<file path="config.mk">
export PLATFORM = sky130hd
export DESIGN_NAME = track_seq_ctrl_flat
export DESIGN_NICKNAME = d
export VERILOG_FILES = /design/src/rtl/track_ctrl_pkg.sv /design/src/rtl/track_seq_ctrl_if.sv /design/src/rtl/track_seq_ctrl_step_tick_gen.sv /design/src/rtl/track_seq_ctrl.sv /design/src/flat_wrapper.sv
export SDC_FILE = /design/constraint.sdc
export NUM_CORES = 1
export LEC_CHECK = 0
export ABC_AREA = 1
export ABC_CLOCK_PERIOD_IN_PS = 2500
export BUFFER_PORTS_ARGS = -buffer_cell sky130_fd_sc_hd__buf_4
export CAP_MARGIN = 20
export CORE_ASPECT_RATIO = 0.5
export CORE_MARGIN = 2
export CORE_UTILIZATION = 63
export CTS_BUF_LIST = sky130_fd_sc_hd__clkbuf_8
export DETAILED_ROUTE_END_ITERATION = 10
export HOLD_SLACK_MARGIN = 0.08
export PLACE_DENSITY = 0.83
export SLEW_MARGIN = 5
export SYNTH_ARGS = -nofsm -noshare
export SYNTH_HDL_FRONTEND = slang
export SYNTH_SLANG_ARGS = --single-unit
</file>
<file path="constraint.sdc">
create_clock -name clk -period 2.5 [get_ports clk]
set_clock_uncertainty 0.1 [all_clocks]
set_input_delay 0 -clock clk [delete_from_list [all_inputs] [get_ports clk]]
set_output_delay 0 -clock clk [all_outputs]
set_load 0.03 [all_outputs]
</file>
<file path="src/rtl/track_ctrl_pkg.sv">
// Shared types and default constants for the track position sequencer.
package track_ctrl_pkg;

    typedef enum logic [2:0] {
        IDLE,
        RUN_FWD,
        RUN_BACK,
        HOMING,
        SETTLE
    } track_state_e;

    localparam int TICK_CYCLES_DFLT  = 500000;
    localparam int POS_W_DFLT        = 8;
    localparam int MAX_POS_DFLT      = 200;
    localparam int HOME_TIMEOUT_DFLT = MAX_POS_DFLT + 16;

endpackage

</file>
<file path="src/rtl/track_seq_ctrl_if.sv">
// Command handshake, switch/abort inputs and driver/status outputs of the track sequencer.
interface track_seq_ctrl_if
    import track_ctrl_pkg::*;
#(
    parameter int POS_W = POS_W_DFLT
);
    logic             cmd_valid_i;
    logic             cmd_ready_o;
    logic             cmd_home_i;
    logic [POS_W-1:0] cmd_pos_i;
    logic             home_sw_i;
    logic             abort_i;
    logic             move_o;
    logic             back_o;
    logic             busy_o;
    logic             done_o;
    logic             err_o;
    logic [POS_W-1:0] pos_o;
    logic             homed_o;

    modport slave (
        input  cmd_valid_i, cmd_home_i, cmd_pos_i, home_sw_i, abort_i,
        output cmd_ready_o, move_o, back_o, busy_o, done_o, err_o, pos_o, homed_o
    );

    modport master (
        output cmd_valid_i, cmd_home_i, cmd_pos_i, home_sw_i, abort_i,
        input  cmd_ready_o, move_o, back_o, busy_o, done_o, err_o, pos_o, homed_o
    );
endinterface

</file>
<file path="src/rtl/track_seq_ctrl_step_tick_gen.sv">
// Step-period tick: one-cycle pulse every TICK_CYCLES clocks, restarted by clr.
module step_tick_gen
    import track_ctrl_pkg::*;
#(
    parameter int TICK_CYCLES = TICK_CYCLES_DFLT
) (
    input  logic clk,
    input  logic rst_n,
    input  logic clr,
    output logic tick
);
    localparam int CNT_W = (TICK_CYCLES > 1) ? $clog2(TICK_CYCLES) : 1;
    localparam logic [CNT_W-1:0] LAST = CNT_W'(TICK_CYCLES - 1);

    logic [CNT_W-1:0] cnt;

    always_ff @(posedge clk or negedge rst_n) begin
        if (!rst_n) begin
            cnt <= '0;
        end else if (clr || cnt == LAST) begin
            cnt <= '0;
        end else begin
            cnt <= cnt + 1'b1;
        end
    end

    // Decoded from the register only, so the FSM may use clr = f(tick) safely.
    assign tick = (cnt == LAST);
endmodule

</file>
<file path="src/rtl/track_seq_ctrl.sv">
// Track stepper position sequencer: homing, open-loop moves, abort and settle.
//   state    | meaning
//   IDLE     | ready for a command, no motion
//   RUN_FWD  | stepping away from home, pos +1 per tick
//   RUN_BACK | stepping toward home, pos -1 per tick
//   HOMING   | stepping toward home until the limit switch or timeout
//   SETTLE   | motion stopped, wait one step period before done
module track_seq_ctrl
    import track_ctrl_pkg::*;
#(
    parameter int TICK_CYCLES  = TICK_CYCLES_DFLT,
    parameter int POS_W        = POS_W_DFLT,
    parameter int MAX_POS      = MAX_POS_DFLT,
    parameter int HOME_TIMEOUT = HOME_TIMEOUT_DFLT
) (
    input  logic             clk,
    input  logic             rst_n,
    track_seq_ctrl_if.slave  bus
);
    localparam int TO_W = $clog2(HOME_TIMEOUT + 1);
    localparam logic [POS_W-1:0] MAX_P   = POS_W'(MAX_POS);
    localparam logic [TO_W-1:0]  TO_LOAD = TO_W'(HOME_TIMEOUT);

    track_state_e     state_q, state_d;
    logic [POS_W-1:0] pos_q, pos_d, tgt_q, tgt_d, pos_step;
    logic [TO_W-1:0]  to_q, to_d;
    logic             move_q, move_d, back_q, back_d, done_q, done_d;
    logic             err_q, err_d, homed_q, homed_d;
    logic             tick, tick_clr;

    step_tick_gen #(.TICK_CYCLES(TICK_CYCLES)) u_tick (
        .clk  (clk),
        .rst_n(rst_n),
        .clr  (tick_clr),
        .tick (tick)
    );

    assign tick_clr = (state_q == IDLE) || (state_d != state_q);

    always_ff @(posedge clk or negedge rst_n) begin
        if (!rst_n) begin
            state_q <= IDLE;
            pos_q   <= '0;
            tgt_q   <= '0;
            to_q    <= '0;
            move_q  <= 1'b0;
            back_q  <= 1'b0;
            done_q  <= 1'b0;
            err_q   <= 1'b0;
            homed_q <= 1'b0;
        end else begin
            state_q <= state_d;
            pos_q   <= pos_d;
            tgt_q   <= tgt_d;
            to_q    <= to_d;
            move_q  <= move_d;
            back_q  <= back_d;
            done_q  <= done_d;
            err_q   <= err_d;
            homed_q <= homed_d;
        end
    end

    always_comb begin
        state_d  = state_q;
        pos_d    = pos_q;
        tgt_d    = tgt_q;
        to_d     = to_q;
        back_d   = back_q;
        done_d   = 1'b0;
        err_d    = err_q;
        homed_d  = homed_q;
        pos_step = '0;
        case (state_q)
            IDLE: begin
                if (bus.cmd_valid_i) begin
                    err_d = 1'b0;
                    tgt_d = bus.cmd_pos_i;
                    if (bus.cmd_home_i) begin
                        if (bus.home_sw_i) begin
                            pos_d   = '0;
                            homed_d = 1'b1;
                            done_d  = 1'b1;
                        end else begin
                            state_d = HOMING;
                            to_d    = TO_LOAD;
                            back_d  = 1'b1;
                        end
                    end else if (!homed_q || bus.cmd_pos_i > MAX_P) begin
                        err_d  = 1'b1;
                        done_d = 1'b1;
                    end else if (bus.cmd_pos_i == pos_q) begin
                        done_d = 1'b1;
                    end else if (bus.cmd_pos_i > pos_q) begin
                        state_d = RUN_FWD;
                        back_d  = 1'b0;
                    end else begin
                        state_d = RUN_BACK;
                        back_d  = 1'b1;
                    end
                end
            end
            RUN_FWD: begin
                pos_step = pos_q + 1'b1;
                if (tick) begin
                    pos_d = pos_step;
                    if (pos_step == tgt_q) state_d = SETTLE;
                end
                if (bus.abort_i) begin
                    state_d = SETTLE;
                    err_d   = 1'b1;
                end
            end
            RUN_BACK: begin
                pos_step = pos_q - 1'b1;
                if (tick) pos_d = pos_step;
                if (tick && pos_step == tgt_q) begin
                    state_d = SETTLE;
                end else if (bus.home_sw_i) begin
                    // Switch hit before the target: the count had drifted, re-anchor at 0.
                    pos_d   = '0;
                    err_d   = 1'b1;
                    state_d = SETTLE;
                end
                if (bus.abort_i) begin
                    state_d = SETTLE;
                    err_d   = 1'b1;
                end
            end
            HOMING: begin
                if (bus.home_sw_i) begin
                    pos_d   = '0;
                    homed_d = 1'b1;
                    state_d = SETTLE;
                end else begin
                    if (tick) begin
                        to_d = to_q - 1'b1;
                        if (to_q == TO_W'(1)) begin
                            homed_d = 1'b0;
                            err_d   = 1'b1;
                            state_d = SETTLE;
                        end
                    end
                    if (bus.abort_i) begin
                        homed_d = 1'b0;
                        err_d   = 1'b1;
                        state_d = SETTLE;
                    end
                end
            end
            SETTLE: begin
                if (tick) begin
                    done_d  = 1'b1;
                    back_d  = 1'b0;
                    state_d = IDLE;
                end
            end
            default: state_d = IDLE;
        endcase
        move_d = (state_d == RUN_FWD) || (state_d == RUN_BACK) || (state_d == HOMING);
    end

    assign bus.cmd_ready_o = (state_q == IDLE);
    assign bus.busy_o      = (state_q != IDLE);
    assign bus.move_o      = move_q;
    assign bus.back_o      = back_q;
    assign bus.done_o      = done_q;
    assign bus.err_o       = err_q;
    assign bus.pos_o       = pos_q;
    assign bus.homed_o     = homed_q;
endmodule

</file>
<file path="src/flat_wrapper.sv">
// flat-port wrapper written by rule: the top's interface ports become plain ports
module track_seq_ctrl_flat import track_ctrl_pkg::*;
#(
    parameter int TICK_CYCLES  = TICK_CYCLES_DFLT,
    parameter int POS_W        = POS_W_DFLT,
    parameter int MAX_POS      = MAX_POS_DFLT,
    parameter int HOME_TIMEOUT = HOME_TIMEOUT_DFLT
)
  (clk, rst_n, bus_cmd_valid_i, bus_cmd_home_i, bus_cmd_pos_i, bus_home_sw_i, bus_abort_i, bus_cmd_ready_o, bus_move_o, bus_back_o, bus_busy_o, bus_done_o, bus_err_o, bus_pos_o, bus_homed_o);
  track_seq_ctrl_if #(.POS_W(POS_W)) bus_i ();
  input  logic clk;
  input  logic rst_n;
  input wire logic [$bits(bus_i.cmd_valid_i)-1:0] bus_cmd_valid_i;
  input wire logic [$bits(bus_i.cmd_home_i)-1:0] bus_cmd_home_i;
  input wire logic [$bits(bus_i.cmd_pos_i)-1:0] bus_cmd_pos_i;
  input wire logic [$bits(bus_i.home_sw_i)-1:0] bus_home_sw_i;
  input wire logic [$bits(bus_i.abort_i)-1:0] bus_abort_i;
  output wire logic [$bits(bus_i.cmd_ready_o)-1:0] bus_cmd_ready_o;
  output wire logic [$bits(bus_i.move_o)-1:0] bus_move_o;
  output wire logic [$bits(bus_i.back_o)-1:0] bus_back_o;
  output wire logic [$bits(bus_i.busy_o)-1:0] bus_busy_o;
  output wire logic [$bits(bus_i.done_o)-1:0] bus_done_o;
  output wire logic [$bits(bus_i.err_o)-1:0] bus_err_o;
  output wire logic [$bits(bus_i.pos_o)-1:0] bus_pos_o;
  output wire logic [$bits(bus_i.homed_o)-1:0] bus_homed_o;
  assign bus_i.cmd_valid_i = bus_cmd_valid_i;
  assign bus_i.cmd_home_i = bus_cmd_home_i;
  assign bus_i.cmd_pos_i = bus_cmd_pos_i;
  assign bus_i.home_sw_i = bus_home_sw_i;
  assign bus_i.abort_i = bus_abort_i;
  assign bus_cmd_ready_o = bus_i.cmd_ready_o;
  assign bus_move_o = bus_i.move_o;
  assign bus_back_o = bus_i.back_o;
  assign bus_busy_o = bus_i.busy_o;
  assign bus_done_o = bus_i.done_o;
  assign bus_err_o = bus_i.err_o;
  assign bus_pos_o = bus_i.pos_o;
  assign bus_homed_o = bus_i.homed_o;
  track_seq_ctrl #(.TICK_CYCLES(TICK_CYCLES), .POS_W(POS_W), .MAX_POS(MAX_POS), .HOME_TIMEOUT(HOME_TIMEOUT)) u_core (.clk(clk), .rst_n(rst_n), .bus(bus_i));
endmodule
</file>
# [Word level (Yosys, flattened, before mapping)]
# Cells that the tools add are included.
[op_classes] add_sub_neg=4 n_reduce_logical=18 n_eq_ne=31 muxes=67 n_lt_le_gt_ge=2
[ops] cell="$mux 8" n=12
[ops] cell="$mux 3" n=16
[ops] cell="$pmux 8 s4" n=1
[ops] cell="$mux 1" n=30
[ops] cell="$eq 8x8->1" n=3
[ops] cell="$add 19x1->19 const B" n=1
[ops] cell="$eq 19x19->1 const B" n=1
[ops] cell="$mux 19" n=1
[ops] cell="$reduce_and 6->1" n=3
[ops] cell="$pmux 8 s2" n=1
[ops] cell="$sub 8x1->8 const B" n=2
[ops] cell="$ne 3x3->1 const B" n=5
[ops] cell="$pmux 3 s5" n=1
[ops] cell="$eq 3x2->1 const B" n=4
[ops] cell="$ne 2x2->1 const B" n=6
[ops] cell="$add 8x1->8 const B" n=1
[ops] cell="$eq 8x1->1 const B" n=1
[ops] cell="$gt 8x8->1" n=1
[ops] cell="$gt 8x8->1 const B" n=1
[ops] cell="$ne 4x3->1 const B" n=2
[ops] cell="$reduce_and 8->1" n=1
[ops] cell="$eq 3x1->1 const B" n=2
[ops] cell="$ne 2x1->1 const B" n=3
[ops] cell="$ne 3x2->1 const B" n=2
[ops] cell="other kinds (14)" n=21
[totals] wordCells=132 output_inout_bits=15 inputBits=14 reg_bits=51

# [Depth between registers and ports, before layout]
[depth] word_depth=11 ltp_mapped=18 mapped_depth_nobuf=17

# [Hierarchy]
# Synthesis repeated with hierarchy kept, for this count alone.
[hier_totals] cells_unflattened=560 area_unflattened_um2=3761.1
[modules_own_cells] module="track_seq_ctrl" seq_area_each_um2=800.8 n_inst=1 area_per_inst_um2=2615.0 cells_per_inst=398
[modules_own_cells] module="step_tick_gen" seq_area_each_um2=475.5 n_inst=1 area_per_inst_um2=1146.1 cells_per_inst=162

# [Worst setup path before layout]
# OpenSTA, ideal clock, no wires.
[synth_path] path_type="register to register" start="register u_core.pos_q[0] (netlist: u_core.bus.pos_o[0])" end="register u_core.u_tick.cnt[11]" required_time_ps=2278 arrival_ps=2264 synth_period_minus_slack_ps=2486 path_slack_ps=14 path_stages_with_launch=17 n_path_buf=2 setup_time_ps=122 cell_sequence="dfrtp_1 -> buf_4 -> inv_4 -> ha_1 -> xnor2_1 -> nand2_1 -> nor2_1 -> nand2_1 -> nor2_1 -> nand3_1 -> nand2_1 -> nand2_2 -> nand3_2 -> nand2_2 -> nand3_4 -> buf_6 -> nor2_2"
[synth_via] word_cells_on_any_way=22 cone_classes="add/sub: 2; order compare: 1; eq/ne: 4; mux: 12; reduce/logical: 3"
[synth_lines] item="start: declaration" line="track_seq_ctrl.sv:25" text="logic [POS_W-1:0] pos_q, pos_d, tgt_q, tgt_d, pos_step;"
[synth_lines] item="start signal: assignment" line="track_seq_ctrl.sv:53" text="pos_q <= pos_d;"
[synth_lines] item="$add 8x1->8 (tied with other cells)" line="track_seq_ctrl.sv:104" text="pos_step = pos_q + 1'b1;"
[synth_lines] item="$eq 8x8->1 (tied with other cells)" line="track_seq_ctrl.sv:107" text="if (pos_step == tgt_q) state_d = SETTLE;"
[synth_lines] item="$mux 3 (tied with other cells)" line="track_seq_ctrl.sv:107"
[synth_lines] item="$mux 3 (on tied branches)" line="track_seq_ctrl.sv:105, track_seq_ctrl.sv:79, track_seq_ctrl.sv:117"
[synth_lines] item="$mux 3 (on tied branches)" line="track_seq_ctrl.sv:109, track_seq_ctrl.sv:76, track_seq_ctrl.sv:125"
[synth_lines] item="$pmux 3 s5 (*)" line="track_seq_ctrl.sv:74" text="case (state_q)"
[synth_lines] item="named net u_core.state_d[2]" line="track_seq_ctrl.sv:24" text="track_state_e state_q, state_d;"
[synth_lines] item="$ne 3x3->1 (*)" line="track_seq_ctrl.sv:38" text="assign tick_clr = (state_q == IDLE) || (state_d != state_q);"
[synth_lines] item="$logic_or 1x1->1 (*)" line="track_seq_ctrl.sv:38"
[synth_lines] item="$logic_or 1x1->1 (*)" line="track_seq_ctrl_step_tick_gen.sv:20" text="end else if (clr || cnt == LAST) begin"
[synth_lines] item="$mux 19 (*)" line="track_seq_ctrl_step_tick_gen.sv:20"
[synth_lines] item="end signal: assignment" line="track_seq_ctrl_step_tick_gen.sv:23" text="cnt <= cnt + 1'b1;"
[synth_lines] item="end: declaration" line="track_seq_ctrl_step_tick_gen.sv:15" text="logic [CNT_W-1:0] cnt;"
# Mark *: on every way through the listed nets, which the timed path passes. The rest lies on a longest branch.
# A chain may end at the register's enable or synchronous reset.

# [Worst setup path in the final report]
[layout_path] start="register u_core.state_q[2]" end="register u_core.pos_q[7] (netlist: u_core.bus.pos_o[7])"
[layout_via] elab_chain_len=3 word_cells_on_any_way=10 cone_classes="eq/ne: 6; mux: 1; reduce/logical: 3"
[layout_rtl] item="start: declaration" line="track_seq_ctrl.sv:24"
[layout_rtl] item="start signal: assignment" line="track_seq_ctrl.sv:52" text="state_q <= state_d;"
[layout_rtl] item="$eq 3x1->1 (tied with other cells)" line="track_seq_ctrl.sv:74"
[layout_rtl] item="$ne 2x1->1 (no line) (tied with other cells)"
[layout_rtl] item="$reduce_and 4->1 (no line)"
# Several ways; a longest one is shown, not always the timed one.

==> metrics <==
clock buffer depth 2; final core utilization 0.771; register area 1280 um2; synth unique cells 39; nature of the critical path startpoint flip-flop; worst slew pin tran 0.654 ns; Final Hold Viols 0; Remaining Overflow, GRT 0; vias in the first global route between 3,000 and 4,000; slowest CP cell dfrtp_1; Die X 112 um; max cap viols 0; critical path fanouts, max 10; DPL Wire Length about 6.4 mm; Hold WS around 0.15 ns; Residual DRC 0; ys flop type dfrtp_1; drt initial violations between 300 and 400; worst hold path type input pin to async pin; leading area contributor after synthesis dfrtp_1; Slew Viols, Final 0; chip height between 50 and 60 um; I/O Pins 29; synth warn 0; path type of the worst setup path flip-flop to flip-flop; Worst-Skew Late Latency 0.32 ns; min cycle time layout 2.34 ns; FMAX approximately 430 MHz; Net Count, Synth 552; input/output buffers 28; share of cells above drive strength 1 0.157; largest net degree at the start of global routing 52; Site Rows 19; Total GRT Usage 0.297; Starting Density 0.660; sequential area share after synthesis 0.348; VDD IR max 277 uV; Worst EP arrival 2.45 ns; slowest stage delay, CP 0.46 ns; Core Area around 5600 um2; Gate Count Post-Synth 525; Leak ~2.1 nW; first-pass GRT wire length 15.4 mm; Synth area leaders dfrtp_1, nand2_1, nor2_1; Worst EP required 2.61 ns; critical path's top delay family buffers and inverters; post-synth top area share 0.348; H-tree levels 2; critical-path cell list nor3_1 -> buf_4 -> inv_1 -> o21ai_2 -> inv_1 -> nor2_1 -> a21oi_1; outcome complete, no violations; dpl cell area 4000 um2; total wire length 9.13 mm; Buf/Inv on CP 3; cts bufs inserted 5; GP Congestion 0.956; top-count cell post-synth nand2_1; # fillers 420; Num Clock Sinks 51; Final period util 0.937; area of the multi-input gates 2100 um2; total power 0.00152 W; DIE AREA 6490 um2; clock transition at the registers of the reported paths around 0.10 ns; power per cell area 354 nW/um2; Initial DRT Pass Iterations 5; Vias ~3,600; Antenna Nets Post-Route 0; via density per instance 5.55; # setup viols final 0; layout net count 605; CP endpoint kind flip-flop; Syn-to-layout area delta 16.7%; antenna violations before repair 0; worst rel slew slack 0.564; cell area after synthesis 3670 um2; Post-synth EDFFs 0; CTS tree yes; Root Buffer clkbuf_8; design area 4290 um2; synthesized flop and latch total 51; Setup TNS Final 0 ns; cell mode on critical path inv_1; ys async rst share 1.00; syn_area_per_cell 6.99 um2; top cells by count, synth nand2_1, nor2_1, inv_1; Diodes inserted 0; DR WL/cell 14.0 um
-- registers in the layout (all words and copies together), names as in the netlist, 3 cells and up --
signal / count
u_core.tgt_q: 8
u_core.to_q: 8
u_core.state_q: 3
u_core.u_tick.cnt: 19
u_core.bus.pos_o: 8
-- layout by cell type (no fill, tap or decap), types with 2 or more instances in the layout --
cell / count
a21oi_1: 32
a31oi_1: 7
buf_4: 40
clkbuf_8: 5
dfrtp_1: 49
dfrtp_2: 2
dlygate4sd3_1: 13
ha_1: 12
inv_1: 67
nand2_1: 116
nand2_2: 6
nand3_1: 54
nand3_2: 3
nand4_1: 7
nor2_1: 78
nor2_2: 18
nor2_4: 4
nor3_1: 7
nor4_1: 2
o21ai_0: 14
o22ai_1: 2
or2_2: 2
xnor2_1: 6
xor2_1: 15
-- routing by layer --
metal	routed length (um)	GRT usage	vias up	share of wire
li1	-	-	1798	-
met3	807	0.0732	20	0.088
met4	143	0.103	0	0.016
met5	0	0	-	0
met1	3930	0.386	1645	0.43
met2	4250	0.500	155	0.47
-- final timing paths --
kind,from,to,cells after the start,slack [ns]
setup / recovery,u_core.state_q[2]$_DFF_PN0_,u_core.bus.pos_o[7]$_DFFE_PN0P_,7,0.16
hold / removal,rst_n,u_core.u_tick.cnt[10]$_DFF_PN0_,2,0.15
setup reg to reg,u_core.state_q[2]$_DFF_PN0_,u_core.bus.pos_o[7]$_DFFE_PN0P_,7,0.16
hold reg to reg,u_core.u_tick.cnt[0]$_DFF_PN0_,u_core.u_tick.cnt[0]$_DFF_PN0_,1,0.36
max in group asynchronous,rst_n,u_core.bus.pos_o[2]$_DFFE_PN0P_,2,1.69
min in group clk,u_core.u_tick.cnt[0]$_DFF_PN0_,u_core.u_tick.cnt[0]$_DFF_PN0_,1,0.36
-- cell type report --
cell class	instances	share of cell area
Clock buffer	5	0.0161
Clock inverter	3	0.00992
Inverter	67	0.0593
Multi-Input combinational cell	399	0.490
Sequential cell	51	0.298
Tap cell	73	0.0213
Timing Repair Buffer	54	0.105
-- kinds of logic after synthesis --
logic type | count (synthesis) | share of synthesized area
AO/OA/AOI/OAI | 61 | 0.0910
XOR/XNOR | 22 | 0.0562
adder cells (fa/ha/maj) | 13 | 0.0443
buffers and inverters | 75 | 0.0848
flip-flops | 51 | 0.348
multiplexers | 1 | 0.00307
AND/OR/NAND/NOR | 302 | 0.373
-- repair_timing --
| action | in CTS | in global routing |
|---|---|---|
| setup buffers | 0 | 2 |
| hold buffers | 13 | 0 |
| endpoints found under the setup margin | 0 | 24 |
| endpoints found under the hold margin | 67 | 0 |
| resized for setup | 0 | 8 |
-- per-stage QoR --
| stage | setup slack (ns) | std cells |
|---|---|---|
| 2_1_floorplan | 0.0138 | 525 |
| 3_3_place_gp | 0.170 | 629 |
| 3_5_place_dp | 0.0866 | 629 |
| 4_1_cts | 0.0575 | 650 |
| 5_1_grt | -0.00451 | 652 |
| 6_report | 0.157 | 652 |
-- worst register-to-register path, stage by stage, from the launching register on --
cell and delay [ns]:
dfrtp_1 0.46, nor3_1 0.32, buf_4 0.27, inv_1 0.09, o21ai_2 0.45, inv_1 0.33
nor2_1 0.17, a21oi_1 0.05
-- report_power, final --
part | switching (W) | total, W | internal, W | leakage [nW]
sequential | 0.000000882 | 0.000826 | 0.000825 | 0.646
combinational | 0.0000542 | 0.0000949 | 0.0000408 | 1.37
clock | 0.000299 | 0.000598 | 0.000299 | 0.0599
Note: power is estimated with default switching activity, not from simulation.
